## src/rtl/uart_rx_pkg.sv

```systemverilog
// Shared types and constants for the parameterised UART receiver.
// State encoding, prescale floor and majority-sample offsets.
package uart_rx_pkg;

  typedef enum logic [2:0] {
    S_IDLE,
    S_START,
    S_DATA,
    S_PARITY,
    S_STOP
  } state_t;

  localparam int MIN_PRESCALE = 4;
  localparam int MAJ_OFF_PRE  = 1;
  localparam int MAJ_OFF_POST = 1;

  function automatic logic maj3(
    input logic a,
    input logic b,
    input logic c
  );
    return (a & b) | (a & c) | (b & c);
  endfunction

endpackage

```

## src/rtl/uart_rx_maj_sampler.sv

```systemverilog
// Captures the two early mid-bit samples and votes 2-of-3
// with the live sample on the decision edge.
module uart_rx_maj_sampler
  import uart_rx_pkg::*;
#(
  parameter int PS_W = 6
) (
  input  logic            CLK,
  input  logic            RSTn,
  input  logic            rx_s,
  input  logic            active,
  input  logic [PS_W-1:0] edge_cnt,
  input  logic [PS_W-1:0] half,
  output logic            decide,
  output logic            bit_val
);

  logic            s_lo;
  logic            s_mid;
  logic [PS_W-1:0] t_lo;
  logic [PS_W-1:0] t_hi;

  assign t_lo = half - PS_W'(MAJ_OFF_PRE);
  assign t_hi = half + PS_W'(MAJ_OFF_POST);

  always_ff @(posedge CLK or negedge RSTn) begin
    if (!RSTn) begin
      s_lo  <= 1'b1;
      s_mid <= 1'b1;
    end else if (active) begin
      if (edge_cnt == t_lo) s_lo <= rx_s;
      if (edge_cnt == half) s_mid <= rx_s;
    end
  end

  assign decide  = active && (edge_cnt == t_hi);
  assign bit_val = maj3(s_lo, s_mid, rx_s);

endmodule

```

## src/rtl/uart_rx_param.sv

```systemverilog
// Parameterised UART receiver: sync, oversampled framing,
// parity/stop/break checks and a valid/ready output register.
module uart_rx_param
  import uart_rx_pkg::*;
#(
  parameter int DATA_W = 8,
  parameter int PS_W   = 6
) (
  input  logic              CLK,
  input  logic              RSTn,
  input  logic              RX_IN,
  input  logic              PAR_EN,
  input  logic              PAR_TYP,
  input  logic              STOP2,
  input  logic [PS_W-1:0]   prescale,
  input  logic              DATA_RDY,
  output logic [DATA_W-1:0] P_DATA,
  output logic              DATA_VLD,
  output logic              STR_ERR,
  output logic              PAR_ERR,
  output logic              STP_ERR,
  output logic              OVR_ERR,
  output logic              BRK_DET
);

  localparam int BC_W = 4;

  logic rx_meta;
  logic rx_s;
  logic [1:0] fill;

  always_ff @(posedge CLK or negedge RSTn) begin
    if (!RSTn) begin
      rx_meta <= 1'b1;
      rx_s    <= 1'b1;
      fill    <= 2'b00;
    end else begin
      rx_meta <= RX_IN;
      rx_s    <= rx_meta;
      fill    <= {fill[0], 1'b1};
    end
  end

  logic [PS_W-1:0] ps_even;
  logic [PS_W-1:0] ps_eff;

  assign ps_even = prescale & ~PS_W'(1);
  assign ps_eff  = (ps_even < PS_W'(MIN_PRESCALE))
                 ? PS_W'(MIN_PRESCALE) : ps_even;

  state_t            state;
  logic [PS_W-1:0]   edge_cnt;
  logic [BC_W-1:0]   bit_cnt;
  logic [DATA_W-1:0] shreg;
  logic [PS_W-1:0]   p_lat;
  logic              par_en_l;
  logic              par_typ_l;
  logic              stop2_l;
  logic              par_bad;
  logic              stp_bad;
  logic              brk_flag;
  logic              armed;

  logic [PS_W-1:0] half;
  logic            wrap;
  logic            decide;
  logic            bit_val;
  logic            last_stop;
  logic            stp_now;
  logic            brk_now;

  assign half      = p_lat >> 1;
  assign wrap      = (edge_cnt == p_lat - PS_W'(1));
  assign last_stop = (bit_cnt == BC_W'(stop2_l));
  assign stp_now   = stp_bad | ~bit_val;
  assign brk_now   = brk_flag | (~bit_val && shreg == '0);

  uart_rx_maj_sampler #(.PS_W(PS_W)) u_maj (
    .CLK      (CLK),
    .RSTn     (RSTn),
    .rx_s     (rx_s),
    .active   (state != S_IDLE),
    .edge_cnt (edge_cnt),
    .half     (half),
    .decide   (decide),
    .bit_val  (bit_val)
  );

  always_ff @(posedge CLK or negedge RSTn) begin
    if (!RSTn) begin
      state     <= S_IDLE;
      edge_cnt  <= '0;
      bit_cnt   <= '0;
      shreg     <= '0;
      p_lat     <= PS_W'(MIN_PRESCALE);
      par_en_l  <= 1'b0;
      par_typ_l <= 1'b0;
      stop2_l   <= 1'b0;
      par_bad   <= 1'b0;
      stp_bad   <= 1'b0;
      brk_flag  <= 1'b0;
      armed     <= 1'b0;
      P_DATA    <= '0;
      DATA_VLD  <= 1'b0;
      STR_ERR   <= 1'b0;
      PAR_ERR   <= 1'b0;
      STP_ERR   <= 1'b0;
      OVR_ERR   <= 1'b0;
      BRK_DET   <= 1'b0;
    end else begin
      STR_ERR <= 1'b0;
      PAR_ERR <= 1'b0;
      STP_ERR <= 1'b0;
      OVR_ERR <= 1'b0;
      BRK_DET <= 1'b0;
      if (DATA_VLD && DATA_RDY) DATA_VLD <= 1'b0;
      if (state != S_IDLE)
        edge_cnt <= wrap ? '0 : edge_cnt + PS_W'(1);
      // only a high line after reset or a break re-arms start detection
      if (state == S_IDLE && fill[1] && rx_s) armed <= 1'b1;
      unique case (state)
        S_IDLE: begin
          if (armed && !rx_s) begin
            state     <= S_START;
            edge_cnt  <= '0;
            bit_cnt   <= '0;
            p_lat     <= ps_eff;
            par_en_l  <= PAR_EN;
            par_typ_l <= PAR_TYP;
            stop2_l   <= STOP2;
            par_bad   <= 1'b0;
            stp_bad   <= 1'b0;
            brk_flag  <= 1'b0;
          end
        end
        S_START: begin
          if (decide && bit_val) begin
            STR_ERR <= 1'b1;
            state   <= S_IDLE;
          end else if (wrap) begin
            state   <= S_DATA;
            bit_cnt <= '0;
          end
        end
        S_DATA: begin
          if (decide) shreg <= {bit_val, shreg[DATA_W-1:1]};
          if (wrap) begin
            if (bit_cnt == BC_W'(DATA_W - 1)) begin
              bit_cnt <= '0;
              state   <= par_en_l ? S_PARITY : S_STOP;
            end else begin
              bit_cnt <= bit_cnt + BC_W'(1);
            end
          end
        end
        S_PARITY: begin
          if (decide)
            par_bad <= ((^shreg) ^ bit_val) != par_typ_l;
          if (wrap) state <= S_STOP;
        end
        S_STOP: begin
          if (decide && last_stop) begin
            state <= S_IDLE;
            armed <= bit_val;
            if (par_bad || stp_now) begin
              PAR_ERR <= par_bad;
              STP_ERR <= stp_now;
              BRK_DET <= stp_now && brk_now;
            end else if (!DATA_VLD || DATA_RDY) begin
              P_DATA   <= shreg;
              DATA_VLD <= 1'b1;
            end else begin
              OVR_ERR <= 1'b1;
            end
          end else begin
            if (decide) begin
              stp_bad  <= stp_now;
              brk_flag <= brk_now;
            end
            if (wrap) bit_cnt <= bit_cnt + BC_W'(1);
          end
        end
        default: state <= S_IDLE;
      endcase
    end
  end

endmodule

```

## config.mk

```make
export PLATFORM = sky130hd
export DESIGN_NAME = uart_rx_param
export DESIGN_NICKNAME = d
export VERILOG_FILES = /design/src/rtl/uart_rx_pkg.sv /design/src/rtl/uart_rx_maj_sampler.sv /design/src/rtl/uart_rx_param.sv
export SDC_FILE = /design/constraint.sdc
export NUM_CORES = 1
export LEC_CHECK = 0
export ABC_CLOCK_PERIOD_IN_PS = 6700
export BUFFER_PORTS_ARGS = -buffer_cell sky130_fd_sc_hd__buf_2
export CAP_MARGIN = 5
export CORE_ASPECT_RATIO = 1.75
export CORE_UTILIZATION = 25
export DETAILED_ROUTE_END_ITERATION = 12
export PLACE_DENSITY = 0.41
export RECOVER_POWER = 25
export SYNTH_ARGS = -nofsm -noshare
export SYNTH_HDL_FRONTEND = slang
export SYNTH_SLANG_ARGS = --single-unit
```

## constraint.sdc

```tcl
create_clock -name CLK -period 6.7 [get_ports CLK]
set_clock_uncertainty 0.05 [all_clocks]
set_input_delay 0 -clock CLK [delete_from_list [all_inputs] [get_ports CLK]]
set_output_delay 0 -clock CLK [all_outputs]
set_load 0.05 [all_outputs]
```

# --- Yosys cells after proc, flatten, opt, wreduce, memory -nomap -nowiden ---
# Index checks and enable logic that the tools add are counted.
word_totals:
  ff_bits: 54
  word_cells: 146
classes:
  add_sub_neg: 5
  n_lt_le_gt_ge: 1
  eq_ne: 23
  n_mux: 54
  bitwise: 10
  n_reduce_logical: 29
op_table:
  columns: ["cell", "count"]
  rows:
  - ["6-bit 2-to-1 mux", 5]
  - ["1-bit 2-to-1 mux", 29]
  - ["4-bit 2-to-1 mux", 7]
  - ["3-bit 2-to-1 mux", 8]
  - ["2-bit != test, second input constant", 10]
  - ["6-bit == test", 3]
  - ["4-bit one-hot mux with 4 select lines", 1]
  - ["3-bit one-hot mux with 5 select lines", 1]
  - ["1-bit logical AND", 9]
  - ["8-bit zero test", 1]
  - ["2-bit AND reduction", 4]
  - ["4-bit AND reduction", 2]
  - ["8-bit XOR reduction", 1]
  - ["7-bit AND reduction", 1]
  - ["5-bit by 1-bit adder with 6-bit output, second input constant", 1]
  - ["6-bit by 1-bit adder with 6-bit output, second input constant", 1]
  - ["3-bit by 2-bit == test with 1-bit output, second input constant", 2]
  - ["6-bit by 5-bit == test with 1-bit output", 1]
  - ["6-bit by 3-bit < comparator with 1-bit output, second input constant", 1]
  - ["1-bit one-hot mux with 2 select lines", 3]
  - ["6-bit AND reduction", 1]
  - ["5-bit by 1-bit subtractor with 6-bit output, second input constant", 1]
  - ["6-bit by 1-bit subtractor with 6-bit output, second input constant", 1]
  - ["4-bit by 1-bit adder with 4-bit output, second input constant", 1]
  - ["other kinds (18)", 27]

# --- Longest topological paths before layout ---
# Gate-level depths: netlist (run 1).
logic_depth:
  word_depth: 10
  mapped_depth: 11

# --- Modules after synthesis ---
# Synthesis (run 1) repeated with hierarchy kept, for this count alone.
unflattened:
  cells_unflattened: 282
  area_unflattened_um2: 2871.5
modules_own_cells:
  columns: ["mod", "instances", "cells_per_inst", "area_per_inst_um2", "seq_area_each_um2"]
  rows:
  - ["uart_rx_param", 1, 235, 2474.9, 1280.0]
  - ["uart_rx_maj_sampler", 1, 47, 396.6, 52.6]

# --- Worst setup path before layout (run 1) ---
# Ideal clock, no wire load.
synth_timing:
  kind: "reg2reg"
  startpoint: "register p_lat[2]"
  endpoint: "register P_DATA[0]"
  setup_ns: 0.125
  arrival_time_ns: 2.587
  slack_ns: 3.938
  stages_incl_launch_ff: 10
  path_cell_list: "dfstp_2 inv_1 ha_1 xnor2_1 and3_1 nand4_1 or2_1 buf_2 nor4_4 mux2_2"
synth_via:
  elab_chain_cells: 5
synth_lines:
  columns: ["element", "line_no", "source"]
  rows:
  - ["start: declaration", "uart_rx_param.sv:55", "logic [PS_W-1:0] p_lat;"]
  - ["start signal: assignment", "uart_rx_param.sv:95", "p_lat <= PS_W'(MIN_PRESCALE);"]
  - ["start signal: assignment", "uart_rx_param.sv:127", "p_lat <= ps_eff;"]
  - ["5-bit by 1-bit adder with 6-bit output", "uart_rx_maj_sampler.sv:24", "assign t_hi = half + PS_W'(MAJ_OFF_POST);"]
  - ["6-bit == test", "uart_rx_maj_sampler.sv:36", "assign decide = active && (edge_cnt == t_hi);"]
  - ["1-bit logical AND", "uart_rx_maj_sampler.sv:36", null]
  - ["1-bit logical AND", "uart_rx_param.sv:162", "if (decide && last_stop) begin"]
  - ["4-bit AND reduction (no source line)", null, null]
  - ["end signal: assignment", "uart_rx_param.sv:170", "P_DATA <= shreg;"]
  - ["end: declaration", "uart_rx_param.sv:17", "output logic [DATA_W-1:0] P_DATA,"]
# No other way between the ends.
# A chain may end at the register's enable or synchronous reset.

# --- Final worst setup path (run 1) ---
layout_timing:
  startpoint: "register p_lat[2]"
  endpoint: "register P_DATA[3]"
# The elaborated chain is that of the path after synthesis.

==> impl_metrics.csv, run 1 <==
group,metric,value,unit
synth,synth.area.top_cells,"dfrtp_1 (41%), dfstp_2 (4.5%), xnor2_1 (4.5%)",
drt,wl_met1,2.72,mm
worst_setup_path,cp-start-kind,"flop",
floorplanning,core,11200,sq um
synth,synthArstFlopShare,100,%
place,io_buffers,25,
cts,htree_num_levels,2,
cts,cts_buffers,5,
grt,track_usage,11.9,%
floorplanning,initial_core_util,25.9,%
synth,synthesis.area,2910,sq um
status,outcome,"complete, but fails checks",
sta,min_period_over_period,46.8,%
sta,finalSetupViolations,0,
sta,rsz0062_at_grt,"no",
cts,clockBufferDepth,2,
drt,routed_wl,6.56,mm
final_layout,drive_gt1_share,12.3,%
cts,cts_setup_buffers,0,
place,dp.final_hpwl,4.71,mm
drt,drt-pass1-iter-count,4,
worst_setup_path,worst-setup-path-type,"flop to flop",
cts,path_clk_slew,0.07,ns
drt,drt.antenna.violating_nets,0,
floorplanning,chipWidth,83.6,microns
synth,avgSynthCellArea,9.81,sq um
sta,slew_violations,54,
final_layout,multi_input_area,1450,sq um
drt,drc,0,
power,power_frac_seq,38.5,%
cts,root_buffer,"clkbuf_16",
synth,ys_seq_elements,53,
synth,synth_top_area_share,41.2,%
worst_setup_path,crit_chain,"inv_1 > ha_1 > xnor2_1 > and3_1 > nand4_1 > or2_1 > nor4_4 > mux2_2",
final_layout,syn_to_final_growth,16.9,%
cts,numClockSinks,53,
worst_hold_path,hold_path.class,"flop to flop",
final_layout,seq_area,1330,sq um
synth,synth.distinct_cells,53,
synth,ys_seq_area_share,45.7,%
power,intPower,0.778,mW
drt,wl_per_cell,14.4,microns
sta,max-slew-margin-rel,-97.4,%
power,p_per_area,380,nW/um^2
worst_setup_path,worstSetupEndpointType,"flop",
power,clockPowerShare,23.6,%
floorplanning,ios,27,
grt,grt_max_degree,54,
status,violations,"capacitance limit, slew limit",
sta,finalHoldViolCount,0,
cts,cts_hold_buf,11,
grt,grt_pass1_wl,11.1,mm
power,finalPower,1.30,mW
worst_setup_path,worstPathRequired,6.84,ns
cts,cts_tree,"built",
synth,ys.warnings.count,0,
synth,syn_nets,318,
synth,synthCells,297,
drt,top_layer_used,"met4",
cts,ctsResizeCount,0,
synth,synth-edff-count,0,
final_layout,fill_cells,1188,
final_layout,final_net_count,344,
drt,dr_wl_met3,134,microns
grt,antenna_found_initial,0,
power,p_sw,0.518,mW
worst_setup_path,crit_fanout,8,
sta,fin_crit,3.14,ns
power,peakVddDrop,0.000146,V
floorplanning,die_y,145,microns
synth,yosysTopAreaCell,"dfrtp_1",
worst_setup_path,slowest_stage,"nor4_4",
run,drv_cap,1,
synth,ys.flop_type,"dfrtp_1",
power,p_comb_share,37.9,%
power,leakage,1.44,nW
power,power.share.switching,40.0,%
place,place_congestion,0.751,
floorplanning,dieArea,12100,sq um
grt,first_global_vias,2234,
worst_setup_path,max_stage_delay,0.62,ns
drt,num_vias,2130,
sta,setup_tns,0,ns
drt,wl_met2,3.48,mm
floorplanning,num_rows,51,
sta,fmax,0.319,GHz
drt,viasPerCell,4.67,
drt,drt_iter0_drc,78,
final_layout,antenna_cells,0,
grt,gr-total-overflow,0,
worst_setup_path,arrival,3.28,ns
cts,insertion_delay,0.30,ns
sta,worstMarginPinSlew,2.96,ns
[area by class of cell]
type / count / area share, %
clock buffers: 5 / 3.67
clock inverters: 3 / 1.47
multi-input cells: 211 / 42.6
repair buffers: 38 / 6.72
well taps: 132 / 4.85
inverters: 14 / 1.54
flip-flops and latches: 53 / 39.1
[sequential cells by signal, indices dropped and copies added, names as in the netlist]
name,flops
BRK_DET,1
STR_ERR,1
state,3
armed,1
p_lat,5
fill,2
STP_ERR,1
edge_cnt,6
par_bad,1
u_maj.s_lo,1
stop2_l,1
brk_flag,1
OVR_ERR,1
shreg,8
PAR_ERR,1
par_en_l,1
stp_bad,1
u_maj.s_mid,1
bit_cnt,4
par_typ_l,1
P_DATA,8
rx_meta,1
DATA_VLD,1
rx_s,1
[logic make-up after synthesis]
| group | synth area share (%) |
|---|---|
| muxes | 8.03 |
| and+or+nand+nor | 21.3 |
| buffers and inverters | 4.64 |
| DFF | 45.7 |
| adders and majority gates | 3.78 |
| xor gates and xnor gates | 8.29 |
| AOI/OAI and AO/OA | 8.16 |
| other | 0.129 |
[synth_stat cells (5+ instances only)]
library cell,n
dfrtp_1,48
nand2_1,33
nor2_1,20
xnor2_1,15
inv_1,14
o21ai_0,13
mux2_2,11
mux2i_1,11
nor3_1,11
xor2_1,10
buf_2,9
clkbuf_1,9
nand2b_1,9
ha_1,8
nand3_1,7
nand4_1,7
or3_1,6
dfstp_2,5
nand3b_1,5
[power by group through the flow]
stage	Clock [mW]	Combinational, mW	Sequential (mW)
finish	0.306	0.492	0.498
detailed placement	0	0.491	0.504
floorplan	0	0.468	0.416
CTS	0.320	0.499	0.498
global placement	0	0.489	0.504
global route	0.326	0.560	0.514
[routing by layer]
layer / up-vias / track usage (%)
met5: - / 0
met4: 0 / 6.60
met3: 12 / 1.87
met2: 27 / 22.3
met1: 1023 / 12.5
li1: 1068 / -
[critical path, delay by kind of cell, from the launching register on]
kind | cells | cell delay, ns
XOR/XNOR | 1 | 0.23
adder cells (fa/ha/maj) | 1 | 0.32
buffers and inverters | 1 | 0.07
flip-flops | 1 | 0.59
multiplexers | 1 | 0.40
AND/OR/NAND/NOR | 4 | 1.36
[metrics by stage]
step | utilization [%] | setup slack [ns] | instance area [sq um] | hold slack [ns] | instances
floorplan | - | 3.94 | 2910 | -0.346 | 297
global placement | 28.0 | 3.52 | 3140 | 0.0652 | 437
detailed placement | 28.0 | 3.53 | 3140 | 0.0608 | 437
CTS | 30.5 | 3.52 | 3430 | 0.299 | 456
global route | 30.3 | 2.98 | 3410 | 0.316 | 456
finish | 30.3 | 3.56 | 3410 | 0.300 | 456
[final timing paths]
check                      slack (ns)          to  startpoint  cells after the start
setup / recovery                 3.56   P_DATA[3]    p_lat[2]                      8
setup reg to reg                 3.56   P_DATA[3]    p_lat[2]                      8
max in group asynchronous        3.68    p_lat[4]        RSTn                      3
hold / removal                   0.30     fill[1]     fill[0]                      0
hold reg to reg                  0.30     fill[1]     fill[0]                      0
min in group asynchronous        1.25  bit_cnt[2]        RSTn                      3
[placed cells by master, fill, tap and decap left out, drive strengths merged, types with 12 or more instances in the layout]
cell type / synthesis / routed
buf: 10 / 12
o21ai: 14 / 14
inv: 14 / 15
dfrtp: 48 / 48
nand2: 33 / 33
xnor2: 15 / 15
nor2: 20 / 20
clkbuf: 9 / 20
Power figures use the tool's default switching activity.
==> run 2: changes to the inputs <==
--- a/config.mk
+++ b/config.mk
@@ -5,13 +5,13 @@
 export SDC_FILE = /design/constraint.sdc
 export NUM_CORES = 1
 export LEC_CHECK = 0
-export ABC_CLOCK_PERIOD_IN_PS = 6700
+export ABC_CLOCK_PERIOD_IN_PS = 2800
 export BUFFER_PORTS_ARGS = -buffer_cell sky130_fd_sc_hd__buf_2
 export CAP_MARGIN = 5
 export CORE_ASPECT_RATIO = 1.75
 export CORE_UTILIZATION = 25
 export DETAILED_ROUTE_END_ITERATION = 12
-export PLACE_DENSITY = 0.41
+export PLACE_DENSITY = 0.43
 export RECOVER_POWER = 25
 export SYNTH_ARGS = -nofsm -noshare
 export SYNTH_HDL_FRONTEND = slang
==> constraint.sdc (replaced) <==
create_clock -name CLK -period 2.8 [get_ports CLK]
set_clock_uncertainty 0.05 [all_clocks]
set_input_delay 0 -clock CLK [delete_from_list [all_inputs] [get_ports CLK]]
set_output_delay 0 -clock CLK [all_outputs]
set_load 0.05 [all_outputs]
==> impl_metrics.csv, run 2 (synthesis results as in run 1) <==
group,metric,value,unit
drt,drt_iter0_drc,71,
final_layout,layout_common_cells,"dfrtp_1 (48), nand2_1 (33), buf_4 (22)",
grt,track_usage,12.2,%
cts,clockBufferDepth,2,
drt,num_vias,2236,
sta,hold_ws,0.295,ns
final_layout,fin_util,32.0,%
final_layout,fill_cells,1164,
worst_setup_path,arrival,2.79,ns
drt,drc,0,
sta,rsz0062_at_grt,"no",
floorplanning,chipWidth,83.6,microns
place,placed_area,3290,sq um
power,finalPower,3.31,mW
worst_setup_path,crit_fanout,5,
drt,routed_wl,6.95,mm
floorplanning,ios,27,
grt,antenna_found_initial,0,
final_layout,final_common_cell,"dfrtp_1",
worst_setup_path,worstSetupEndpointType,"flop",
drt,wl_per_cell,14.6,microns
floorplanning,core,11200,sq um
run,drv_cap,0,
power,leakage,1.55,nW
grt,grt_max_degree,42,
grt,first_global_vias,2373,
sta,fmax,0.376,GHz
drt,drt-pass1-iter-count,4,
worst_hold_path,hold_path.class,"primary input to flop",
place,place_congestion,0.788,
drt,drt.antenna.violating_nets,0,
floorplanning,initial_core_util,25.9,%
final_layout,final_cells,477,
final_layout,syn_to_final_growth,23.4,%
worst_setup_path,reg2reg_depth,7,
sta,fin_crit,2.66,ns
place,dp.final_hpwl,5.18,mm
sta,fin_ws,0.139,ns
floorplanning,num_rows,51,
grt,grt_pass1_wl,11.6,mm
worst_setup_path,worstPathRequired,2.93,ns
final_layout,antenna_cells,0,
sta,slew_violations,0,
cts,htree_num_levels,2,
sta,finalSetupViolations,0,
floorplanning,dieArea,12100,sq um
cts,cts_buffers,5,
final_layout,reg_top3,"P_DATA (8), shreg (8), edge_cnt (6)",
drt,viasPerCell,4.69,
status,outcome,"completed",
place,post-place-ws,-0.0000149,ns
sta,worstMarginPinSlew,0.982,ns
cts,root_buffer,"clkbuf_16",
final_layout,final_net_count,365,
cts,path_clk_slew,0.07,ns
place,io_buffers,25,
worst_hold_path,whs_path_depth,2,
final_layout,post-route-cell-area,3600,sq um
sta,min_period_over_period,95.0,%
sta,setup_tns,0,ns
sta,max-slew-margin-rel,34.5,%
grt,gr-total-overflow,0,
place,dpl.cell_count,457,
power,peakVddDrop,0.000337,V
sta,finalHoldViolCount,0,
worst_setup_path,cp-start-kind,"flop",
cts,insertion_delay,0.29,ns
worst_setup_path,worst-setup-path-type,"flop to flop",
cts,cts_tree,"built",
power,p_per_area,921,nW/um^2
cts,numClockSinks,53,
final_layout,drive_gt1_share,19.7,%
floorplanning,die_y,145,microns
run 2: cell count changes in the layout (fill, tap and decap cells not counted), sizes merged:
cell	previous run	this run
bufinv	1	0
buf	12	34
run 2: report_power, final:
group | total [mW] | switching, mW | internal, mW | leakage [nW]
registers | 1.09 | 0.185 | 0.908 | 0.696
logic | 1.56 | 0.828 | 0.734 | 0.779
clock network | 0.656 | 0.294 | 0.361 | 0.0775
run 2: repair_timing:
action                                  4_1_cts  5_1_grt
hold buffers                                 11        0
hold endpoints to repair                     47        0
setup buffers                                 0        1
gates cloned                                  0        0
endpoints found under the setup margin        1       26
gates resized for setup                       1        7
run 2: routing by layer:
layer | GRT usage [%] | up-vias | wire (microns)
met1 | 11.9 | 1083 | 2680
met4 | 5.98 | 0 | 163
met2 | 24.9 | 26 | 3960
li1 | - | 1117 | -
met3 | 1.70 | 10 | 145
met5 | 0 | - | 0
run 2: layout make-up:
cell class              count  area, sq um  share of cell area, %
clock inverters             2         17.5                  0.487
flip-flops and latches     53         1330                   37.1
inverters                  14         52.6                   1.46
multi-input cells         211         1500                   41.6
clock buffers               6          139                   3.86
repair buffers             59          394                   11.0
well taps                 132          165                   4.59
run 2: worst max-delay path, cell delays in order (launching register included):
cell and delay (ns):
dfrtp_1 0.48, buf_4 0.20, or3_1 0.41, xnor2_1 0.28
nor3_1 0.11, or3_1 0.32, o221ai_1 0.32, mux2_2 0.37
run 2: path summary, 6_finish.rpt:
path | startpoint | end | slack, ns
worst min register to register | fill[0] | fill[1] | 0.30
worst max-delay path | p_lat[1] | state[0] | 0.14
max in group asynchronous | RSTn | rx_meta | 1.58
worst min-delay path | RX_IN | rx_meta | 0.29
worst max register to register | p_lat[1] | state[0] | 0.14
min in group asynchronous | RSTn | par_en_l | 0.36
